`src/rtl/posit_pkg.sv`:
```
// Shared types and helpers for the posit decode path.
//   N_DEF / ES_DEF : default posit width and exponent-field width
//   scale_width()  : width of the combined scale k*2^ES + exp
//   posit_dec_t    : decoded posit record at the default configuration
package posit_pkg;

    localparam int unsigned N_DEF  = 8;
    localparam int unsigned ES_DEF = 3;
    localparam int unsigned RS_DEF = $clog2(N_DEF);

    function automatic int unsigned scale_width(input int unsigned n, input int unsigned es);
        return $clog2(n) + es + 1;
    endfunction

    localparam int unsigned SW_DEF = scale_width(N_DEF, ES_DEF);

    typedef struct packed {
        logic                     sign;
        logic                     zero;
        logic                     nar;
        logic signed [RS_DEF:0]   k;
        logic [ES_DEF-1:0]        exp;
        logic signed [SW_DEF-1:0] scale;
        logic [N_DEF-1:0]         frac;
    } posit_dec_t;

endpackage

```
`src/rtl/posit_regime_lzd.sv`:
```
// Regime run detector for a posit body (sign bit already stripped/negated).
//   body    : N-1 bit body, MSB first
//   run_bit : value of the leading run (body[N-2])
//   run_len : length of the leading run of identical bits, 1..N-1
module posit_regime_lzd #(
    parameter int unsigned N = 8
) (
    input  logic [N-2:0]         body,
    output logic                 run_bit,
    output logic [$clog2(N)-1:0] run_len
);

    localparam int unsigned LenW   = $clog2(N);
    localparam logic [LenW-1:0] LenOne = 1;

    logic stop;

    always_comb begin
        run_bit = body[N-2];
        run_len = '0;
        stop    = 1'b0;
        for (int i = N - 2; i >= 0; i--) begin
            if (!stop && (body[i] == run_bit)) begin
                run_len = run_len + LenOne;
            end else begin
                stop = 1'b1;
            end
        end
    end

endmodule

```
`src/rtl/posit_decode_pipe.sv`:
```
// Two-stage pipelined posit decoder with valid/ready handshake.
//   clk, reset            : clock, asynchronous active-high reset
//   in_valid/in_ready     : input handshake, in_posit is the N-bit posit word
//   out_valid/out_ready   : output handshake
//   out_sign/zero/nar     : sign and special-value flags
//   out_k, out_exp        : regime value and exponent field (zero-filled when truncated)
//   out_scale             : k*2^ES + exp
//   out_frac              : {hidden 1, fraction left-aligned}
//   nar_seen / nar_clear  : sticky NaR-delivered flag and its synchronous clear
module posit_decode_pipe
    import posit_pkg::*;
#(
    parameter int unsigned N  = N_DEF,
    parameter int unsigned ES = ES_DEF,
    parameter int unsigned RS = $clog2(N)
) (
    input  logic                          clk,
    input  logic                          reset,
    input  logic                          in_valid,
    output logic                          in_ready,
    input  logic [N-1:0]                  in_posit,
    output logic                          out_valid,
    input  logic                          out_ready,
    output logic                          out_sign,
    output logic                          out_zero,
    output logic                          out_nar,
    output logic signed [RS:0]            out_k,
    output logic [((ES > 0) ? ES : 1)-1:0] out_exp,
    output logic signed [RS+ES:0]         out_scale,
    output logic [N-1:0]                  out_frac,
    output logic                          nar_seen,
    input  logic                          nar_clear
);

    // ES = 0 still carries a 1-bit exponent port, tied to zero.
    localparam int unsigned EW = (ES > 0) ? ES : 1;
    localparam int unsigned SW = RS + ES + 1;
    localparam logic [RS:0] KOne = 1;

    // Stage 1: sign, negated body and special flags.
    logic         s1_valid, s1_sign, s1_zero, s1_nar;
    logic [N-2:0] s1_body;
    logic [N-2:0] in_body;
    logic         s2_load;

    assign s2_load  = ~out_valid | out_ready;
    assign in_ready = ~s1_valid | s2_load;
    assign in_body  = in_posit[N-2:0];

    always_ff @(posedge clk or posedge reset) begin
        if (reset) begin
            s1_valid <= 1'b0;
            s1_sign  <= 1'b0;
            s1_zero  <= 1'b0;
            s1_nar   <= 1'b0;
            s1_body  <= '0;
        end else if (in_ready) begin
            s1_valid <= in_valid;
            if (in_valid) begin
                s1_sign <= in_posit[N-1];
                s1_zero <= (in_posit == '0);
                s1_nar  <= (in_posit == {1'b1, {(N-1){1'b0}}});
                s1_body <= in_posit[N-1] ? -in_body : in_body;
            end
        end
    end

    // Stage 2 combinational decode.
    logic                   run_bit;
    logic [$clog2(N)-1:0]   run_len;
    logic [RS:0]            m_ext;
    logic [RS:0]            shamt;
    logic [N-2+EW:0]        ext;
    logic signed [RS:0]     k_d;
    logic [EW-1:0]          exp_d;
    logic signed [SW-1:0]   k_sx;
    logic [SW-1:0]          scale_d;
    logic [N-1:0]           frac_d;
    logic                   special;

    posit_regime_lzd #(
        .N (N)
    ) u_lzd (
        .body    (s1_body),
        .run_bit (run_bit),
        .run_len (run_len)
    );

    always_comb begin
        special = s1_zero | s1_nar;
        m_ext   = (RS+1)'(run_len);
        // Consume the run plus its terminator; shifting past the end zero-fills.
        shamt   = m_ext + KOne;
        ext     = {s1_body, {EW{1'b0}}} << shamt;
        k_d     = run_bit ? $signed(m_ext - KOne) : -$signed(m_ext);
        exp_d   = (ES > 0) ? ext[N-2+EW -: EW] : '0;
        k_sx    = SW'(k_d);
        scale_d = (k_sx <<< ES) + SW'(exp_d);
        frac_d  = {1'b1, ext[N-2+EW-ES -: N-1]};
        if (special) begin
            k_d     = '0;
            exp_d   = '0;
            scale_d = '0;
            frac_d  = '0;
        end
    end

    always_ff @(posedge clk or posedge reset) begin
        if (reset) begin
            out_valid <= 1'b0;
            out_sign  <= 1'b0;
            out_zero  <= 1'b0;
            out_nar   <= 1'b0;
            out_k     <= '0;
            out_exp   <= '0;
            out_scale <= '0;
            out_frac  <= '0;
        end else if (s2_load) begin
            out_valid <= s1_valid;
            if (s1_valid) begin
                out_sign  <= s1_sign;
                out_zero  <= s1_zero;
                out_nar   <= s1_nar;
                out_k     <= k_d;
                out_exp   <= exp_d;
                out_scale <= $signed(scale_d);
                out_frac  <= frac_d;
            end
        end
    end

    // Setting has priority over a simultaneous clear.
    always_ff @(posedge clk or posedge reset) begin
        if (reset) begin
            nar_seen <= 1'b0;
        end else if (out_valid && out_ready && out_nar) begin
            nar_seen <= 1'b1;
        end else if (nar_clear) begin
            nar_seen <= 1'b0;
        end
    end

endmodule

```
`config.mk`:
```
export PLATFORM = sky130hd
export DESIGN_NAME = posit_decode_pipe
export DESIGN_NICKNAME = d
export VERILOG_FILES = /design/src/rtl/posit_pkg.sv /design/src/rtl/posit_regime_lzd.sv /design/src/rtl/posit_decode_pipe.sv
export SDC_FILE = /design/constraint.sdc
export NUM_CORES = 1
export LEC_CHECK = 0
export ABC_AREA = 1
export CORE_MARGIN = 2
export CORE_UTILIZATION = 45
export CTS_BUF_LIST = sky130_fd_sc_hd__clkbuf_16
export DETAILED_ROUTE_END_ITERATION = 10
export PLACE_DENSITY = 0.83
export SLEW_MARGIN = 20
export SYNTH_ARGS = -nofsm -noshare
export SYNTH_HDL_FRONTEND = slang
export SYNTH_SLANG_ARGS = --single-unit
```
`constraint.sdc`:
```
create_clock -name clk -period 2 [get_ports clk]
set_input_delay 0.2 -clock clk [delete_from_list [all_inputs] [get_ports clk]]
set_output_delay 0.2 -clock clk [all_outputs]
set_load 0.005 [all_outputs]
```
==> results of run 1 <==
==> worst paths after layout <==
path / slack, ns / startpoint / end / cells after the start
setup / recovery: -0.04 / s1_body[6]$_DFFE_PP0P_ / out_scale[2]$_DFFE_PP0P_ / 11
min in group clk: 0.49 / out_frac[7]$_DFFE_PP0P_ / out_frac[7]$_DFFE_PP0P_ / 2
max in group asynchronous: 1.44 / reset / s1_body[6]$_DFFE_PP0P_ / 3
setup reg to reg: -0.04 / s1_body[6]$_DFFE_PP0P_ / out_scale[2]$_DFFE_PP0P_ / 11
hold reg to reg: 0.49 / out_frac[7]$_DFFE_PP0P_ / out_frac[7]$_DFFE_PP0P_ / 2
hold / removal: 0.29 / reset / out_frac[7]$_DFFE_PP0P_ / 3
==> per-stage QoR <==
stage,util [%],power [uW]
floorplan,-,1860
global placement,59.1,2430
detailed placement,59.1,2460
CTS,62.2,3090
global route,64.5,3510
finish,64.5,3260
==> registers in the layout, indices dropped and copies added (netlist names) <==
signal and count:
s1_body 7, out_frac 5, out_k 4, out_exp 2, nar_seen 1, out_nar 1
out_scale 1, out_sign 1, out_valid 1, out_zero 1, s1_nar 1, s1_sign 1
s1_valid 1, s1_zero 1
==> critical path: stages, from the launching register on <==
cell	delay, ns
sky130_fd_sc_hd__dfrtp_2	0.43
sky130_fd_sc_hd__buf_6	0.14
sky130_fd_sc_hd__xnor2_4	0.29
sky130_fd_sc_hd__nand3_2	0.14
sky130_fd_sc_hd__nand3_4	0.11
sky130_fd_sc_hd__nand2_4	0.09
sky130_fd_sc_hd__ha_4	0.19
sky130_fd_sc_hd__xor2_4	0.19
sky130_fd_sc_hd__nand2_2	0.11
sky130_fd_sc_hd__inv_2	0.07
sky130_fd_sc_hd__nand3_1	0.09
sky130_fd_sc_hd__nand3_1	0.06
==> cell families (layout without fill, tap and decap cells) <==
| logic type | Yosys count | after routing | share of synthesized area (%) |
|---|---|---|---|
| compound gates | 23 | 23 | 7.75 |
| xor+xnor | 11 | 11 | 7.10 |
| fa+ha+maj | 4 | 4 | 2.90 |
| buf+inv | 45 | 86 | 12.8 |
| flops | 28 | 28 | 40.6 |
| other cells | 1 | 3 | 0.217 |
| simple gates | 106 | 106 | 28.6 |
==> layout make-up <==
class                   instances  area, sq um
fillers                       328         1310
multi-input cells             147          911
flip-flops and latches         28          702
repair buffers                 52          487
inverters                      30          115
clock buffers                   3         75.1
well taps                      48         60.1
clock inverters                 1         30.0
==> placed cells by master, fill, tap and decap left out, types with 2 or more instances in the layout <==
cell type / n
sky130_fd_sc_hd__inv_2: 7
sky130_fd_sc_hd__o21ai_0: 12
sky130_fd_sc_hd__xnor2_1: 5
sky130_fd_sc_hd__o22ai_1: 2
sky130_fd_sc_hd__nor2_2: 2
sky130_fd_sc_hd__nand3_2: 4
sky130_fd_sc_hd__dfrtp_1: 27
sky130_fd_sc_hd__nand3_4: 2
sky130_fd_sc_hd__nor3_1: 2
sky130_fd_sc_hd__clkdlybuf4s50_1: 37
sky130_fd_sc_hd__xor2_1: 3
sky130_fd_sc_hd__nand3_1: 17
sky130_fd_sc_hd__buf_4: 14
sky130_fd_sc_hd__nand2_1: 57
sky130_fd_sc_hd__clkbuf_16: 3
sky130_fd_sc_hd__ha_4: 3
sky130_fd_sc_hd__o21ai_1: 5
sky130_fd_sc_hd__inv_1: 22
sky130_fd_sc_hd__conb_1: 3
sky130_fd_sc_hd__nand2_2: 10
sky130_fd_sc_hd__nor2_1: 6
==> layer usage <==
metal  vias up  part of all wire (%)  global-route usage, %
li1        759                     -                      -
met1       680                    43                   21.6
met2        38                    52                   33.7
met3         5                   3.5                   3.07
met4         0                   1.2                   5.61
met5         -                     0                      0
==> power breakdown <==
group | internal (uW) | switching, uW | leakage [uW] | total [uW]
logic | 932 | 914 | 0.000724 | 1850
registers | 714 | 119 | 0.000352 | 833
clock network | 399 | 187 | 0.0000511 | 586
total | 2040 | 1220 | 0.00113 | 3260
==> what timing repair did <==
action / 4_1_cts / 5_1_grt
buffers inserted: 0 / 0
pin swaps: 1 / 8
endpoints found under the setup margin: 8 / 9
gates resized for setup: 2 / 20
==> flow_summary.json, run 1 <==
{
  "critical_path_maximum_fanout": 5,
  "cts_tree": "built",
  "slew_violations": 0,
  "type_of_the_worst_setup_path": "reg -> reg",
  "synth-async-reset-ratio_pct": 100,
  "startpoint_type": "register",
  "postPlaceCellArea_sq_um": 2180,
  "floorplan.core_area_sq_um": 3690,
  "layout.nets": 279,
  "post_cts_hold_buffer_count": 0,
  "synth_top_area_cell": "sky130_fd_sc_hd__dfrtp_1",
  "hold_violation_total_from_the_final_report": 0,
  "clock_tree.root_cell": "sky130_fd_sc_hd__clkbuf_16",
  "grt_remaining_overflow": 0,
  "timing.critical_path.required_ns": 2.15,
  "synth_enable_flop_cells": 0,
  "floorplan.die_area_sq_um": 4350,
  "final_worst_clock_skew_ns": 0.00286,
  "largest_cells_by_area_after_synthesis": "sky130_fd_sc_hd__dfrtp_1 (41%), sky130_fd_sc_hd__nand2_1 (13%), sky130_fd_sc_hd__nand3_1 (5.5%)",
  "boundaryPins": 41,
  "grt_pass1_vias": 1437,
  "grt_pass1_wl_microns": 6160,
  "finalWorstPathRequiredPeriod_ns": 2.04,
  "routed_antenna_nets": 0,
  "core_rows": 22,
  "cts-htree-levels": 1,
  "synth_common_cells": "sky130_fd_sc_hd__nand2_1 (61), sky130_fd_sc_hd__dfrtp_1 (28), sky130_fd_sc_hd__inv_1 (25), sky130_fd_sc_hd__nand3_1 (19), sky130_fd_sc_hd__o21ai_0 (13)",
  "fin_ws_ns": -0.0408,
  "max_freq_mhz": 490,
  "port_buffers": 37,
  "via_per_inst": 4.80,
  "grt_start_max_net_pins": 29,
  "numCtsBuffers": 3,
  "dp_hpwl_microns": 2800,
  "violations": "negative setup slack",
  "whs_ns": 0.293,
  "dominantRegCellSynth": "sky130_fd_sc_hd__dfrtp_1",
  "synth_seq_cells": 28,
  "fraction_of_the_cycle_the_final_worst_path_needs_pct": 102,
  "chipHeight_microns": 65.9,
  "final_area_sq_um": 2380,
  "initial_util_pct": 46.8,
  "critPathCaptureType": "register",
  "syn-cell-area_sq_um": 1730,
  "grt_antenna_before_repair": 0,
  "setup_total_negative_slack_ns": -0.0924,
  "via_count": 1482,
  "setup-violations-final": 5,
  "synth_top_area_share_pct": 40.6,
  "irDropWorstVdd_uv": 497,
  "ys_seq_area_share_pct": 40.6,
  "max_buffers_root_to_sink": 2,
  "firstDrtPassIters": 4,
  "power_density_nw_per_um2": 1370,
  "synthesis.instances": 218,
  "grt_setup_unrepaired": "true",
  "outcome": "complete, but fails checks",
  "numPlacedInstances": 305,
  "weighted_congestion_at_the_end_of_routability_driven_global_placement": 0.886,
  "timing.critical_path.arrival_ns": 2.19,
  "placement.setup.worst_slack_ns": 0.00426,
  "worst_skew_pair.late_latency_ns": 0.26,
  "synthToLayoutAreaGrowth_pct": 37.8,
  "drive_above_1_share_pct": 21.8,
  "die_width_microns": 65.9,
  "detailedRoute.firstIterationViolations": 92,
  "path_clk_slew_ns": 0.07,
  "static-leakage-power_uw": 0.00113,
  "grtUsageTotal_pct": 18.3,
  "max-cap-violations": 0,
  "wl_per_cell_microns": 11.9,
  "clock_sink_count": 28,
  "yosys.cell_count.top_type": "sky130_fd_sc_hd__nand2_1",
  "antenna-diode-count": 0,
  "yosysWarningCount": 0,
  "final-instance-count-excl-fill": 309,
  "netlist-cell-type-count": 31,
  "syn-mean-instance-area_sq_um": 7.92,
  "min-delay-path-class": "in -> async",
  "totalWireLength_microns": 3670,
  "drc_errors": 0
}
Note: power is estimated with default switching activity, not from simulation.
==> inputs of run 2 (changes only) <==
--- a/config.mk
+++ b/config.mk
@@ -10,6 +10,7 @@
 export CORE_UTILIZATION = 45
 export CTS_BUF_LIST = sky130_fd_sc_hd__clkbuf_16
 export DETAILED_ROUTE_END_ITERATION = 10
+export MAX_ROUTING_LAYER = met4
 export PLACE_DENSITY = 0.83
 export SLEW_MARGIN = 20
 export SYNTH_ARGS = -nofsm -noshare
==> flow_summary.json, run 2 (synthesized netlist as in run 1, its figures left out) <==
{
  "timing.critical_path.to": "out_scale[2]$_DFFE_PP0P_",
  "floorplan.core_area_sq_um": 3690,
  "drive_above_1_share_pct": 21.8,
  "core_rows": 22,
  "synthToLayoutAreaGrowth_pct": 39.1,
  "reg2regPathDepth": 12,
  "via_count": 1526,
  "max_buffers_root_to_sink": 2,
  "finalWorstPathRequiredPeriod_ns": 2.03,
  "power_uw": 3320,
  "static-leakage-power_uw": 0.00115,
  "numCtsBuffers": 3,
  "grt_pass1_vias": 1514,
  "startpoint_type": "register",
  "power_density_nw_per_um2": 1380,
  "max_freq_mhz": 492,
  "most_common_cell_after_layout_fill_and_taps_aside": "sky130_fd_sc_hd__nand2_1",
  "totalWireLength_microns": 4100,
  "wl_per_cell_microns": 13.1,
  "timing.critical_path.arrival_ns": 2.19,
  "grt_setup_unrepaired": "true",
  "critical_path.cell_chain": "buf_12 > xnor2_4 > buf_6 > nand3_4 > nand3_4 > nand2_4 > ha_4 > xor2_4 > nor2_2 > buf_4 > nand3_1 > nand3_1",
  "boundaryPins": 41,
  "critical_path_maximum_fanout": 5,
  "worst_skew_pair.late_latency_ns": 0.27,
  "routed_antenna_nets": 0,
  "drc_errors": 0,
  "cts_tree": "built",
  "initial_util_pct": 46.8,
  "violations": "negative setup slack",
  "timing.critical_path.required_ns": 2.16,
  "max-cap-violations": 0,
  "weighted_congestion_at_the_end_of_routability_driven_global_placement": 0.864,
  "largest_registers_ranked_by_flip_flop_count": "s1_body: 7 flops, out_frac: 5 flops, out_k: 4 flops",
  "top_reg_by_flops": "s1_body",
  "setup_total_negative_slack_ns": -0.0611,
  "die_width_microns": 65.9,
  "dp_hpwl_microns": 2970,
  "irDropWorstVdd_uv": 501,
  "fin_ws_ns": -0.0327,
  "final_worst_clock_skew_ns": 0.00280,
  "cts-htree-levels": 1,
  "hold_violation_total_from_the_final_report": 0,
  "grt_remaining_overflow": 0,
  "slew_violations": 0,
  "whs_ns": 0.297,
  "highest_count_cells_in_the_layout_ignoring_fill_and_taps": "sky130_fd_sc_hd__nand2_1 (59), sky130_fd_sc_hd__clkdlybuf4s50_1 (37), sky130_fd_sc_hd__dfrtp_1 (25)",
  "chipHeight_microns": 65.9,
  "path_clk_slew_ns": 0.07,
  "path_delay_family": "simple AND/OR/NAND/NOR gates",
  "port_buffers": 37,
  "layout.nets": 284,
  "critPathCaptureType": "register",
  "via_per_inst": 4.86,
  "cp_slowest_stage_delay_ns": 0.44,
  "floorplan.die_area_sq_um": 4350,
  "outcome": "complete, but fails checks",
  "clock_tree.root_cell": "sky130_fd_sc_hd__clkbuf_16",
  "fraction_of_the_cycle_the_final_worst_path_needs_pct": 102,
  "grt_pass1_wl_microns": 6690,
  "firstDrtPassIters": 4,
  "grt_antenna_before_repair": 0,
  "crit_path_top_delay_cell": "sky130_fd_sc_hd__dfrtp_2",
  "detailedRoute.firstIterationViolations": 81,
  "critical_path_buf_inv_count": 3,
  "r2r-end": "out_scale[2]$_DFFE_PP0P_",
  "clock_sink_count": 28,
  "type_of_the_worst_setup_path": "reg -> reg",
  "antenna-diode-count": 0,
  "largest_register_ffs": 7,
  "grtUsageTotal_pct": 20.6,
  "crit_path_start": "s1_body[6]$_DFFE_PP0P_",
  "cp.depth": 12,
  "setup-violations-final": 5,
  "grt_start_max_net_pins": 29,
  "r2r_start": "s1_body[6]$_DFFE_PP0P_",
  "ff2ff_setup_slack_ns": -0.03,
  "min-delay-path-class": "in -> async"
}
## run 2: how the worst min path moves through the flow
| stage | from | to | slack, ns |
|---|---|---|---|
| 3_3_place_gp | out_frac[5]$_DFFE_PP0P_ | out_frac[5]$_DFFE_PP0P_ | 0.46 |
| 2_1_floorplan | reset | nar_seen$_DFFE_PP0P_ | 0.27 |
| 5_1_grt | reset | out_frac[7]$_DFFE_PP0P_ | 0.36 |
| 6_report | reset | out_frac[7]$_DFFE_PP0P_ | 0.30 |
| 4_1_cts | reset | out_k[0]$_DFFE_PP0P_ | 0.32 |
| 3_5_place_dp | out_frac[6]$_DFFE_PP0P_ | out_frac[6]$_DFFE_PP0P_ | 0.47 |
## run 2: per-stage QoR
step | utilization (%) | std cells | setup slack, ns | instance area (sq um)
finish | 65.1 | 314 | -0.0327 | 2400
global route | 65.1 | 314 | -0.119 | 2400
CTS | 63.3 | 311 | 0.00405 | 2340
detailed placement | 59.5 | 305 | -0.0104 | 2190
global placement | 59.5 | 305 | 0.0676 | 2190
floorplan | - | 220 | 0.0456 | 1750
## run 2: tightest hold or removal path, stage by stage
cell                              delay (ns)
sky130_fd_sc_hd__clkdlybuf4s50_1        0.39
sky130_fd_sc_hd__inv_1                  0.05
sky130_fd_sc_hd__buf_4                  0.33
## run 2: what timing repair did
action	CTS	global route
cloned	0	0
pin swaps	5	4
resized for setup	5	13
buffers inserted	2	3
hold buffers	0	0
setup endpoints to repair	8	9
## run 2: where the power goes
| part | internal (uW) | total, uW | switching [uW] |
|---|---|---|---|
| registers | 715 | 834 | 119 |
| logic | 962 | 1880 | 918 |
| clock network | 399 | 603 | 204 |
## run 2: cell type report
cell class	count	area [sq um]
clock buffer	3	75.1
clock inverter	1	30.0
fill	333	1290
inverter	30	115
multi-input combinational	147	880
sequential	28	704
tap	48	60.1
timing repair buffer	57	537
## run 2: per-layer routing
layer  GRT usage (%)  share of wire (%)  up-vias
li1                -                  -      768
met1            23.0                 42      707
met2            36.7                 52       40
met3            2.90                3.1       11
met4            8.93                2.6        0
met5               -                  0        -
